### config.mk
export PLATFORM = sky130hd
export DESIGN_NAME = press_pulse_gen_flat
export DESIGN_NICKNAME = d
export VERILOG_FILES = /design/src/rtl/press_if.sv /design/src/rtl/press_pulse_gen.sv /design/src/flat_wrapper.sv
export SDC_FILE = /design/constraint.sdc
export NUM_CORES = 1
export LEC_CHECK = 0
export CORE_MARGIN = 4
export CORE_UTILIZATION = 50
export CTS_BUF_LIST = sky130_fd_sc_hd__clkbuf_4 sky130_fd_sc_hd__clkbuf_8 sky130_fd_sc_hd__clkbuf_16
export DETAILED_ROUTE_END_ITERATION = 10
export DONT_BUFFER_PORTS = 1
export PLACE_DENSITY = 0.73
export SETUP_SLACK_MARGIN = 0.02
export SYNTH_ARGS = -nofsm -noshare
export SYNTH_HDL_FRONTEND = slang
export SYNTH_SLANG_ARGS = --single-unit
### constraint.sdc
create_clock -name clk -period 1.63 [get_ports clk]
set_input_delay 0.326 -clock clk [delete_from_list [all_inputs] [get_ports clk]]
set_output_delay 0.326 -clock clk [all_outputs]
set_load 0.05 [all_outputs]
### src/rtl/press_if.sv
// Press event bundle from the button front-end to its consumers.
//   press       one-cycle pulse on each debounced press
//   released    one-cycle pulse on each debounced release
//   long_press  one-cycle pulse after a press has been held long enough
//   btn_state   debounced button level
//   run         run/hold level, toggled by every press
interface press_if;
  logic press;
  logic released;
  logic long_press;
  logic btn_state;
  logic run;

  modport master (output press, released, long_press, btn_state, run);
  modport slave  (input  press, released, long_press, btn_state, run);
endinterface

### src/rtl/press_pulse_gen.sv
// Push-button front-end: synchronizes and debounces a raw button level and
// emits registered press/release/long-press pulses, a debounced level and a
// run/hold toggle.
//   clk  system clock, rising edge
//   rst  synchronous active-low reset
//   btn  raw asynchronous, bouncy button level
//   evt  press_if master: press, released, long_press, btn_state, run
module press_pulse_gen #(
  parameter int unsigned DB_CYCLES   = 4,
  parameter int unsigned LONG_CYCLES = 16
) (
  input  logic     clk,
  input  logic     rst,
  input  logic     btn,
  press_if.master  evt
);

  localparam int unsigned DB_W   = $clog2(DB_CYCLES + 1);
  localparam int unsigned HOLD_W = $clog2(LONG_CYCLES + 1);
  localparam logic [DB_W-1:0]   DB_LAST   = DB_W'(DB_CYCLES - 1);
  localparam logic [HOLD_W-1:0] HOLD_MAX  = HOLD_W'(LONG_CYCLES);
  localparam logic [HOLD_W-1:0] HOLD_PREV = HOLD_W'(LONG_CYCLES - 1);

  typedef enum logic [1:0] {
    IDLE         = 2'd0,
    PRESS_WAIT   = 2'd1,
    HELD         = 2'd2,
    RELEASE_WAIT = 2'd3
  } state_t;

  state_t            state;
  logic              s1;
  logic              btn_s;
  logic [DB_W-1:0]   db_cnt;
  logic [HOLD_W-1:0] hold_cnt;

  // Synchronizer, debounce FSM and registered outputs.
  always_ff @(posedge clk) begin
    if (!rst) begin
      state          <= IDLE;
      s1             <= 1'b0;
      btn_s          <= 1'b0;
      db_cnt         <= '0;
      hold_cnt       <= '0;
      evt.press      <= 1'b0;
      evt.released   <= 1'b0;
      evt.long_press <= 1'b0;
      evt.btn_state  <= 1'b0;
      evt.run        <= 1'b0;
    end else begin
      s1             <= btn;
      btn_s          <= s1;
      evt.press      <= 1'b0;
      evt.released   <= 1'b0;
      evt.long_press <= 1'b0;

      case (state)
        IDLE: begin
          if (btn_s) begin
            state  <= PRESS_WAIT;
            db_cnt <= DB_W'(1);
          end
        end

        PRESS_WAIT: begin
          if (!btn_s) begin
            state  <= IDLE;
            db_cnt <= '0;
          end else if (db_cnt == DB_LAST) begin
            state         <= HELD;
            db_cnt        <= '0;
            hold_cnt      <= '0;
            evt.press     <= 1'b1;
            evt.run       <= ~evt.run;
            evt.btn_state <= 1'b1;
          end else begin
            db_cnt <= db_cnt + DB_W'(1);
          end
        end

        HELD: begin
          if (!btn_s) begin
            state  <= RELEASE_WAIT;
            db_cnt <= DB_W'(1);
          end else if (hold_cnt != HOLD_MAX) begin
            // Saturation makes long_press a one-shot even after release bounces.
            hold_cnt <= hold_cnt + HOLD_W'(1);
            if (hold_cnt == HOLD_PREV) evt.long_press <= 1'b1;
          end
        end

        RELEASE_WAIT: begin
          // hold_cnt is deliberately left untouched so a bounce resumes it.
          if (btn_s) begin
            state  <= HELD;
            db_cnt <= '0;
          end else if (db_cnt == DB_LAST) begin
            state         <= IDLE;
            db_cnt        <= '0;
            evt.released  <= 1'b1;
            evt.btn_state <= 1'b0;
          end else begin
            db_cnt <= db_cnt + DB_W'(1);
          end
        end

        default: state <= IDLE;
      endcase
    end
  end

endmodule
### src/flat_wrapper.sv
// flat-port wrapper written by rule: the top's interface ports become plain ports
module press_pulse_gen_flat 
#(
  parameter int unsigned DB_CYCLES   = 4,
  parameter int unsigned LONG_CYCLES = 16
)
  (clk, rst, btn, evt_press, evt_released, evt_long_press, evt_btn_state, evt_run);
  press_if evt_i ();
  input  logic clk;
  input  logic rst;
  input  logic btn;
  output wire logic [$bits(evt_i.press)-1:0] evt_press;
  output wire logic [$bits(evt_i.released)-1:0] evt_released;
  output wire logic [$bits(evt_i.long_press)-1:0] evt_long_press;
  output wire logic [$bits(evt_i.btn_state)-1:0] evt_btn_state;
  output wire logic [$bits(evt_i.run)-1:0] evt_run;
  assign evt_press = evt_i.press;
  assign evt_released = evt_i.released;
  assign evt_long_press = evt_i.long_press;
  assign evt_btn_state = evt_i.btn_state;
  assign evt_run = evt_i.run;
  press_pulse_gen #(.DB_CYCLES(DB_CYCLES), .LONG_CYCLES(LONG_CYCLES)) u_core (.clk(clk), .rst(rst), .btn(btn), .evt(evt_i));
endmodule
# After elaboration in Yosys (flattened, before gate mapping)
# Cells that the tools add are included.
# totals
register_bits	17
latch_bits	0
mem_bits_rw	0
romBits	0
out_inout_bits	5
wordCells	67
memories	0
# classes
addsub	2
multipliers	0
div_mod_pow	0
order_cmp	0
n_eq_ne	16
shifts	0
muxes	25
n_bitwise	3
reduce_logical	11
# op_table
cell	count
$mux 5	4
$mux 3	5
$mux 2	6
$ne 2x1->1 const B	6
$pmux 3 s4	1
$pmux 5 s2	1
$reduce_and 5->1	2
$pmux 2 s4	1
$reduce_and 4->1	2
$mux 1	6
$reduce_and 3->1	2
$add 5x1->5 const B	1
$eq 5x4->1 const B	1
$ne 5x5->1 const B	1
$eq 2x2->1 const B	2
$ne 2x2->1 const B	2
$reduce_bool 2->1	2
$add 3x1->3 const B	1
$eq 3x2->1 const B	1
$ne 3x1->1 const B	1
$ne 3x3->1 const B	1
$not 1->1	3
$reduce_or 3->1	1
$eq 2x1->1 const B	1
other kinds (3)	3

# Logic depth before layout (Yosys ltp)
# Gate-level depths: netlist of run 1.
# depth
ltp_word	4
depth_mapped	6

# Worst setup path before layout of run 1
# OpenSTA, ideal clock, no wires.
# synth_timing
path_kind	register to register
start	reg u_core.state[0]
end	reg u_core.hold_cnt[3]
setup_time_ps	75
arrival_time_ps	1574
slack_ps	-19
stages_incl_launch_ff	7
n_path_buf	0
synth_period_minus_slack_ps	1649
cell_sequence	dfxtp_1 -> inv_1 -> ha_1 -> and2b_1 -> a31oi_4 -> or4_1 -> o22ai_1
# synth_via
elab_chain_len	3
# synth_rtl
item	line	source
start: declaration	press_pulse_gen.sv:31	state_t state;
start signal: assignment	press_pulse_gen.sv:40	state <= IDLE;
start signal: assignment	press_pulse_gen.sv:60	state <= PRESS_WAIT;
start signal: assignment	press_pulse_gen.sv:67	state <= IDLE;
$eq 2x2->1 or $eq 2x1->1 (tied branches)	press_pulse_gen.sv:57	case (state)
$ne 2x1->1 (no source line) or $reduce_bool 2->1 (tied branches)	n/a	
$reduce_and 5->1 (no source line)	n/a	
end signal: assignment	press_pulse_gen.sv:87	hold_cnt <= hold_cnt + HOLD_W'(1);
end: declaration	press_pulse_gen.sv:35	logic [HOLD_W-1:0] hold_cnt;
# Parallel ways exist; a longest one is shown, timed or not.
# A chain may end at the register's enable or synchronous reset.

# Worst setup path after layout of run 1
# Ends and elaborated chain as after synthesis.

==> summary.txt, run 1 <==
Pwr
  • Maximum vdd drop: 0.3605 mV
  • Total power: 831.7 uW
  • LEAKAGE: 0.0004017 uW
  • P per Cell Area: 795.1 nW/um2

Logic synthesis
  • Yosys warnings: 0
  • Most frequent cell after synthesis: dfxtp_1
  • Number of enable flip-flop cells after synthesis: 0
  • Syn Nets: 111
  • Top cells by area, synth: dfxtp_1, ha_1, nand3_1, nand2_1, inv_1
  • Post-synthesis sequential area ratio: 0.3794
  • Commonest cells in the netlist: dfxtp_1, nand2_1, nand3_1, ha_1, inv_1
  • Synth top area share: 0.3794
  • Synth Flop Type: dfxtp_1
  • Largest area contributor in the netlist: dfxtp_1
  • Avg Cell Area, Syn: 8.971 um2
  • Syn Inst Count: 100
  • Distinct cell type count after synthesis: 35
  • Async set-reset flop share out of synthesis: 0
  • Post-Syn Area: 897.1 um2
  • Number of synthesized register bits: 17

Final layout
  • Ant. Diodes: 0
  • Final non-filler cell area: 1046 um2
  • Synthesis-to-layout area growth: 16.60%
  • # fillers: 146
  • Nets: around 120
  • Share of layout cells above drive strength 1: 0.2432

Worst setup path
  • Setup crit end kind: flop
  • WS Path Type: flop to flop
  • WP data required: roughly 1.9 ns
  • CP peak stage delay: 0.49 ns
  • CP delay by family, top: simple AND/OR/NAND/NOR gates
  • WP buf/inv: 1
  • Arrival @ worst endpoint: ~1.9 ns
  • Worst-path fanout max: 5
  • Slowest CP cell: or4_1
  • Crit path launch type: flop
  • Crit path cell chain: inv_2 -> ha_4 -> and2b_1 -> a31oi_4 -> or4_1 -> o22ai_1

Floorplanning
  • Die H: 50.36 um
  • DIE AREA: between 2000 and 3000 um2
  • Core Rows: 15
  • Die X: 50.36 um
  • IO Pins: 8
  • Initial Utilization: 0.5253
  • Core ar.: 1708 um2

Clock network
  • Clock sinks: 17
  • Clock Tree Root: clkbuf_4
  • CTS H-tree lvls: 1
  • Post-CTS setup buffers: 0
  • CTS Buffer Depth: 2
  • Cts bufs inserted: 3
  • Clk_lat worst skew: 0.30 ns
  • CTS tree: done
  • Clock slew at reported path FFs: 0.11 ns

Global routing
  • Initial antenna violation count: 0
  • Overflow after GRT: 0
  • Pin count of the biggest net entering global routing: 22
  • First-pass GRT wire length: 3.125 mm
  • Vias in the first global route: 721
  • GRT Total Usage: 0.1634

Job
  • MaxCap Viol Count: 0

Route
  • DR vias/cell: 5.485
  • Vias post-DR: 746
  • 1st-iter DRT viols: 11
  • Post-route ant nets: 0
  • DR WL/cell: about 13 um
  • DRC: 0
  • DRT Pass-1 Iters: 4
  • Post-Route WL: 1.786 mm

STA
  • Setup Skew: 0.007682 ns
  • RSZ-0062 raised after global routing: yes
  • Achievable Freq: 0.6177 GHz
  • Hold_ws: around 0.15 ns
  • Worst Tran Pin Value: 0.5221 ns
  • Fin. Hold Viols: 0
  • Crit path time final: between 1.5 and 2 ns
  • Slew headroom: 0.6514
  • Final Setup Violations: 0
  • Final Cycle Share: 0.9933
  • Pins Over Slew Limit: 0

Placement
  • Placer congestion estimate: a little over 0.8
  • Placed Area: 1005 um2
  • IO Port Bufs: 0
  • Final HPWL DP: 1.304 mm

Status
  • Status: completed

Min path
  • Worst Hold Class: input port to flop
## sequential cells by signal, indices dropped and copies added (netlist names), named ones only
register	count
u_core.evt.btn_state	1
u_core.evt.press	1
u_core.evt.run	1
u_core.state	1
u_core.hold_cnt	5
u_core.evt.released	1
u_core.evt.long_press	1
u_core.s1	1
u_core.db_cnt	3
u_core.btn_s	1
## kinds of logic (layout without fill, tap and decap cells)
kind of cell	after synthesis	after routing	share of synthesized area
and+or+nand+nor	45	45	0.2789
DFF	17	17	0.3794
AOI/OAI and AO/OA	15	15	0.1283
buffers and inverters	11	22	0.05440
adders and majority gates	8	8	0.1116
muxes	3	3	0.03765
xor gates and xnor gates	1	1	0.009765
## cells in the final DEF, fill, tap and decap left out, drive strengths merged, types with 2 or more instances in the layout
cell / n
o21ai: 3
nand4: 4
a31oi: 2
inv: 7
nand3: 9
or2: 2
buf: 11
clkbuf: 4
nor2: 6
a21oi: 3
mux2i: 3
and2: 2
and3: 2
o211ai: 2
ha: 8
nand2: 11
dfxtp: 17
## power breakdown
part           switching (uW)  leakage, uW  internal (uW)  total (uW)
registers                12.5     0.000139            427         440
clock network             142    0.0000184            112         255
logic                    67.5     0.000245           69.7         137
total                     222     0.000402            609         832
## repair_timing
item	in CTS	in global routing
hold buffers	0	0
endpoints found under the setup margin	2	5
resized for setup	3	2
endpoints found under the hold margin	0	0
## per-stage QoR
stage	utilization	cells	worst slack, ns	setup TNS (ns)
finish	0.6125	136	0.01098	0
global route	0.6125	136	-0.04378	-0.06402
floorplan	-	100	0.04084	0
global placement	0.5883	132	0.06425	0
detailed placement	0.5883	132	0.02166	0
CTS	0.6066	136	0.02617	0
## layout make-up
| cell class | instances | area, um2 | area share |
|---|---|---|---|
| clock buffer | 4 | 30.03 | 0.02871 |
| sequential | 17 | 342.8 | 0.3278 |
| inverter | 7 | 26.28 | 0.02512 |
| multi-input combinational | 72 | 533.0 | 0.5096 |
| timing repair buffer | 11 | 82.58 | 0.07895 |
| tap | 25 | 31.28 | 0.02990 |
## layer usage
metal	track usage	share of wire	up-vias	routed length (um)
met2	0.2609	0.47	14	843
met3	0.03264	0.041	5	74
met5	0	0	-	0
met1	0.1971	0.46	351	816
met4	0.1076	0.029	0	51
li1	-	-	376	-
## worst paths after layout
path / start / endpoint / slack, ns / depth (start not counted)
min reg2reg: u_core.s1 / u_core.btn_s / 0.44 / 1
max reg2reg: u_core.state[0] / u_core.hold_cnt[3] / 0.01 / 6
min: btn / u_core.s1 / 0.15 / 1
max: u_core.state[0] / u_core.hold_cnt[3] / 0.01 / 6
(Power assumes the default switching activity.)
==> run 2, diff against run 1 <==
SETUP_SLACK_MARGIN = unset   (was 0.02)
SLEW_MARGIN = 20   (was unset)
==> run 2 against run 1 <==
  * Cell area rose by 3.3%
  * The run now ends with negative setup slack left
  * Critical path depth is the same
  * Wire length up 5.5%
  * Sequential cell count did not move
  * Global-route usage up 1.6 points
  * Clock skew decreased by 0.0069 ns
  * Combinational power grew 15%
  * Sequential share of layout area down 1.1 points
  * Clock power about the same
  * Non-clock buffer count up 3
  * Total power increased by 2.4%
==> summary.txt, run 2 (same netlist as run 1, synthesis figures left out) <==
Worst setup path
  • Arrival @ worst endpoint: 1.86 ns (about the same)
  • Worst R2R End: u_core.hold_cnt[3]
  • Crit path cell chain: inv_2 -> ha_4 -> and2b_2 -> a31oi_4 -> or4_4 -> o22ai_2
  • Slowest CP cell: or4_4
  • Crit path launch type: flop
  • Register-to-register setup slack: -0.003 ns (about the same)
  • WP data required: 1.86 ns (about the same)
  • FF-to-FF path depth: 6 (unchanged)
  • Reg2Reg Launch Point: u_core.state[0]
  • WS Path Type: flop to flop
  • Setup crit end kind: flop
  • Worst-path fanout max: 5 (unchanged)
  • CP peak stage delay: 0.52 ns (+0.03 ns)

Global routing
  • First-pass GRT wire length: 3.470 mm (+11%)
  • Initial antenna violation count: 0 (unchanged)
  • Vias in the first global route: 728 (+0.97%)
  • Pin count of the biggest net entering global routing: 22 (unchanged)
  • Overflow after GRT: 0 (unchanged)
  • GRT Total Usage: 0.1795 (+0.01615)

Status
  • Violated checks: negative setup slack
  • Status: finished, violations left

Floorplanning
  • Die X: 50.36 um (unchanged)
  • Core Rows: 15 (unchanged)
  • Core ar.: 1708 um2 (unchanged)
  • Initial Utilization: 0.5253 (unchanged)
  • IO Pins: 8 (unchanged)
  • DIE AREA: 2536 um2 (unchanged)
  • Die H: 50.36 um (unchanged)

Min path
  • Hold endpoint: u_core.s1
  • Hold path start: rst
  • Worst Hold Class: input port to flop
  • Worst hold stages: 1 (unchanged)

STA
  • Setup Skew: 0.0007997 ns (-0.006882 ns)
  • Achievable Freq: 0.6125 GHz (-0.84%)
  • Final Cycle Share: 1.002 (+0.008397)
  • Slew headroom: 0.6440 (-0.007419)
  • Worst Tran Pin Value: 0.5332 ns (+0.01111 ns)
  • Fin. Hold Viols: 0 (unchanged)
  • Pins Over Slew Limit: 0 (unchanged)
  • RSZ-0062 raised after global routing: yes
  • Final Setup Violations: 1 (+1)
  • Crit path time final: 1.633 ns (+0.01369 ns)
  • Setup slack after layout: -0.002704 ns (-0.01369 ns)

Pwr
  • P per Cell Area: 787.9 nW/um2 (-0.90%)
  • Total power: 851.8 uW (+2.4%)
  • Maximum vdd drop: 0.4739 mV (+31%)
  • LEAKAGE: 0.0004173 uW (+3.9%)

Final layout
  • Multi-input gate area: 545.5 um2 (+2.3%)
  • Ant. Diodes: 0 (unchanged)
  • Commonest non-fill, non-tap cell in the layout: dfxtp_1
  • Nets: 126 (+2.4%)
  • Max FFs per register: 5 (unchanged)
  • Reg with most FFs: u_core.hold_cnt
  • Biggest regs: u_core.hold_cnt x5, u_core.db_cnt x3
  • Reg area: 342.8 um2 (unchanged)
  • Synthesis-to-layout area growth: 20.50%
  • # fillers: 131 (-10%)
  • Share of layout cells above drive strength 1: 0.2807 (+0.03746)
  • Final Non-Filler Cells: 139 (+2.2%)
  • Most frequent cells in the layout: dfxtp_1, buf_4, nand2_1, nand3_1

Clock network
  • CTS Buffer Depth: 2 (unchanged)
  • Cts bufs inserted: 3 (unchanged)
  • Clk_lat worst skew: 0.29 ns (about the same)
  • CTS H-tree lvls: 1 (unchanged)
  • CTS Hold Bufs: 0 (unchanged)
  • CTS tree: done
  • Clock Tree Root: clkbuf_4
  • Clock sinks: 17 (unchanged)
  • Clock slew at reported path FFs: 0.11 ns (about the same)

Route
  • DRT Pass-1 Iters: 4 (unchanged)
  • 1st-iter DRT viols: 19 (+8)
  • DRC: 0 (unchanged)
  • DR vias/cell: 5.439 (-0.85%)
  • Post-route ant nets: 0 (unchanged)
  • Post-Route WL: 1.885 mm (+5.5%)
  • DR WL/cell: 13.56 um (+3.3%)
  • Vias post-DR: 756 (+1.3%)

Placement
  • Final HPWL DP: 1.255 mm (-3.7%)
  • IO Port Bufs: 0 (unchanged)
  • Placer congestion estimate: 0.7895 (-4.7%)
  • Dpl cells: 133 (+0.76%)

Job
  • MaxCap Viol Count: 0 (unchanged)
==> run 2: worst max-delay path, delay by kind of cell (launching register included) <==
kind | cells | cell delay (ns)
AOI/OAI and AO/OA | 2 | 0.20
buffers and inverters | 1 | 0.06
DFF | 1 | 0.37
and+or+nand+nor | 2 | 0.68
adders and majority gates | 1 | 0.26
==> run 2: worst max path at each step <==
| stage | startpoint | endpoint | slack (ns) |
|---|---|---|---|
| after floorplan | flop | u_core.hold_cnt[3] | 0.002 |
| after global placement | u_core.state[0] | u_core.hold_cnt[3] | 0.04 |
| after detailed placement | u_core.state[0] | u_core.hold_cnt[3] | -0.02 |
| after CTS | u_core.state[0] | u_core.hold_cnt[3] | -0.02 |
| after global routing | u_core.state[0] | u_core.hold_cnt[3] | -0.06 |
| final | u_core.state[0] | u_core.hold_cnt[3] | -0.003 |
==> run 2: layout make-up <==
cell class	count	area share
multi-input cells	72	0.5046
flip-flops and latches	17	0.3171
repair buffers	14	0.09722
well taps	25	0.02894
clock buffers	4	0.02778
inverters	7	0.02431
==> run 2: report_power, final <==
group          leakage, uW  internal, uW  switching [uW]
combinational     0.000260          84.1            72.5
clock            0.0000184           112             144
sequential        0.000139           427            11.6
==> run 2: per-layer routing <==
metal,part of all wire,routed length (um),global-route usage,up-vias
li1,-,-,-,383
met1,0.47,883,0.2354,358
met2,0.48,903,0.2870,13
met3,0.043,81,0.03858,2
met4,0.0090,17,0.06726,0
met5,0,0,0,-
==> run 2: through the flow <==
stage	setup WS [ns]	setup TNS (ns)	hold slack, ns	area [um2]	util
2_1_floorplan	0.001534	0	0.4119	909.6	-
3_3_place_gp	0.04232	0	0.4156	1008	0.5905
3_5_place_dp	-0.02215	-0.02389	0.4238	1008	0.5905
4_1_cts	-0.02259	-0.02259	0.1451	1051	0.6154
5_1_grt	-0.05506	-0.06020	0.1410	1081	0.6330
6_report	-0.002704	-0.002704	0.1504	1081	0.6330
==> run 2: repair_timing <==
action,CTS,global route
setup buffers,1,1
pin swaps,2,1
gates resized for setup,5,5
setup endpoints to repair,3,7
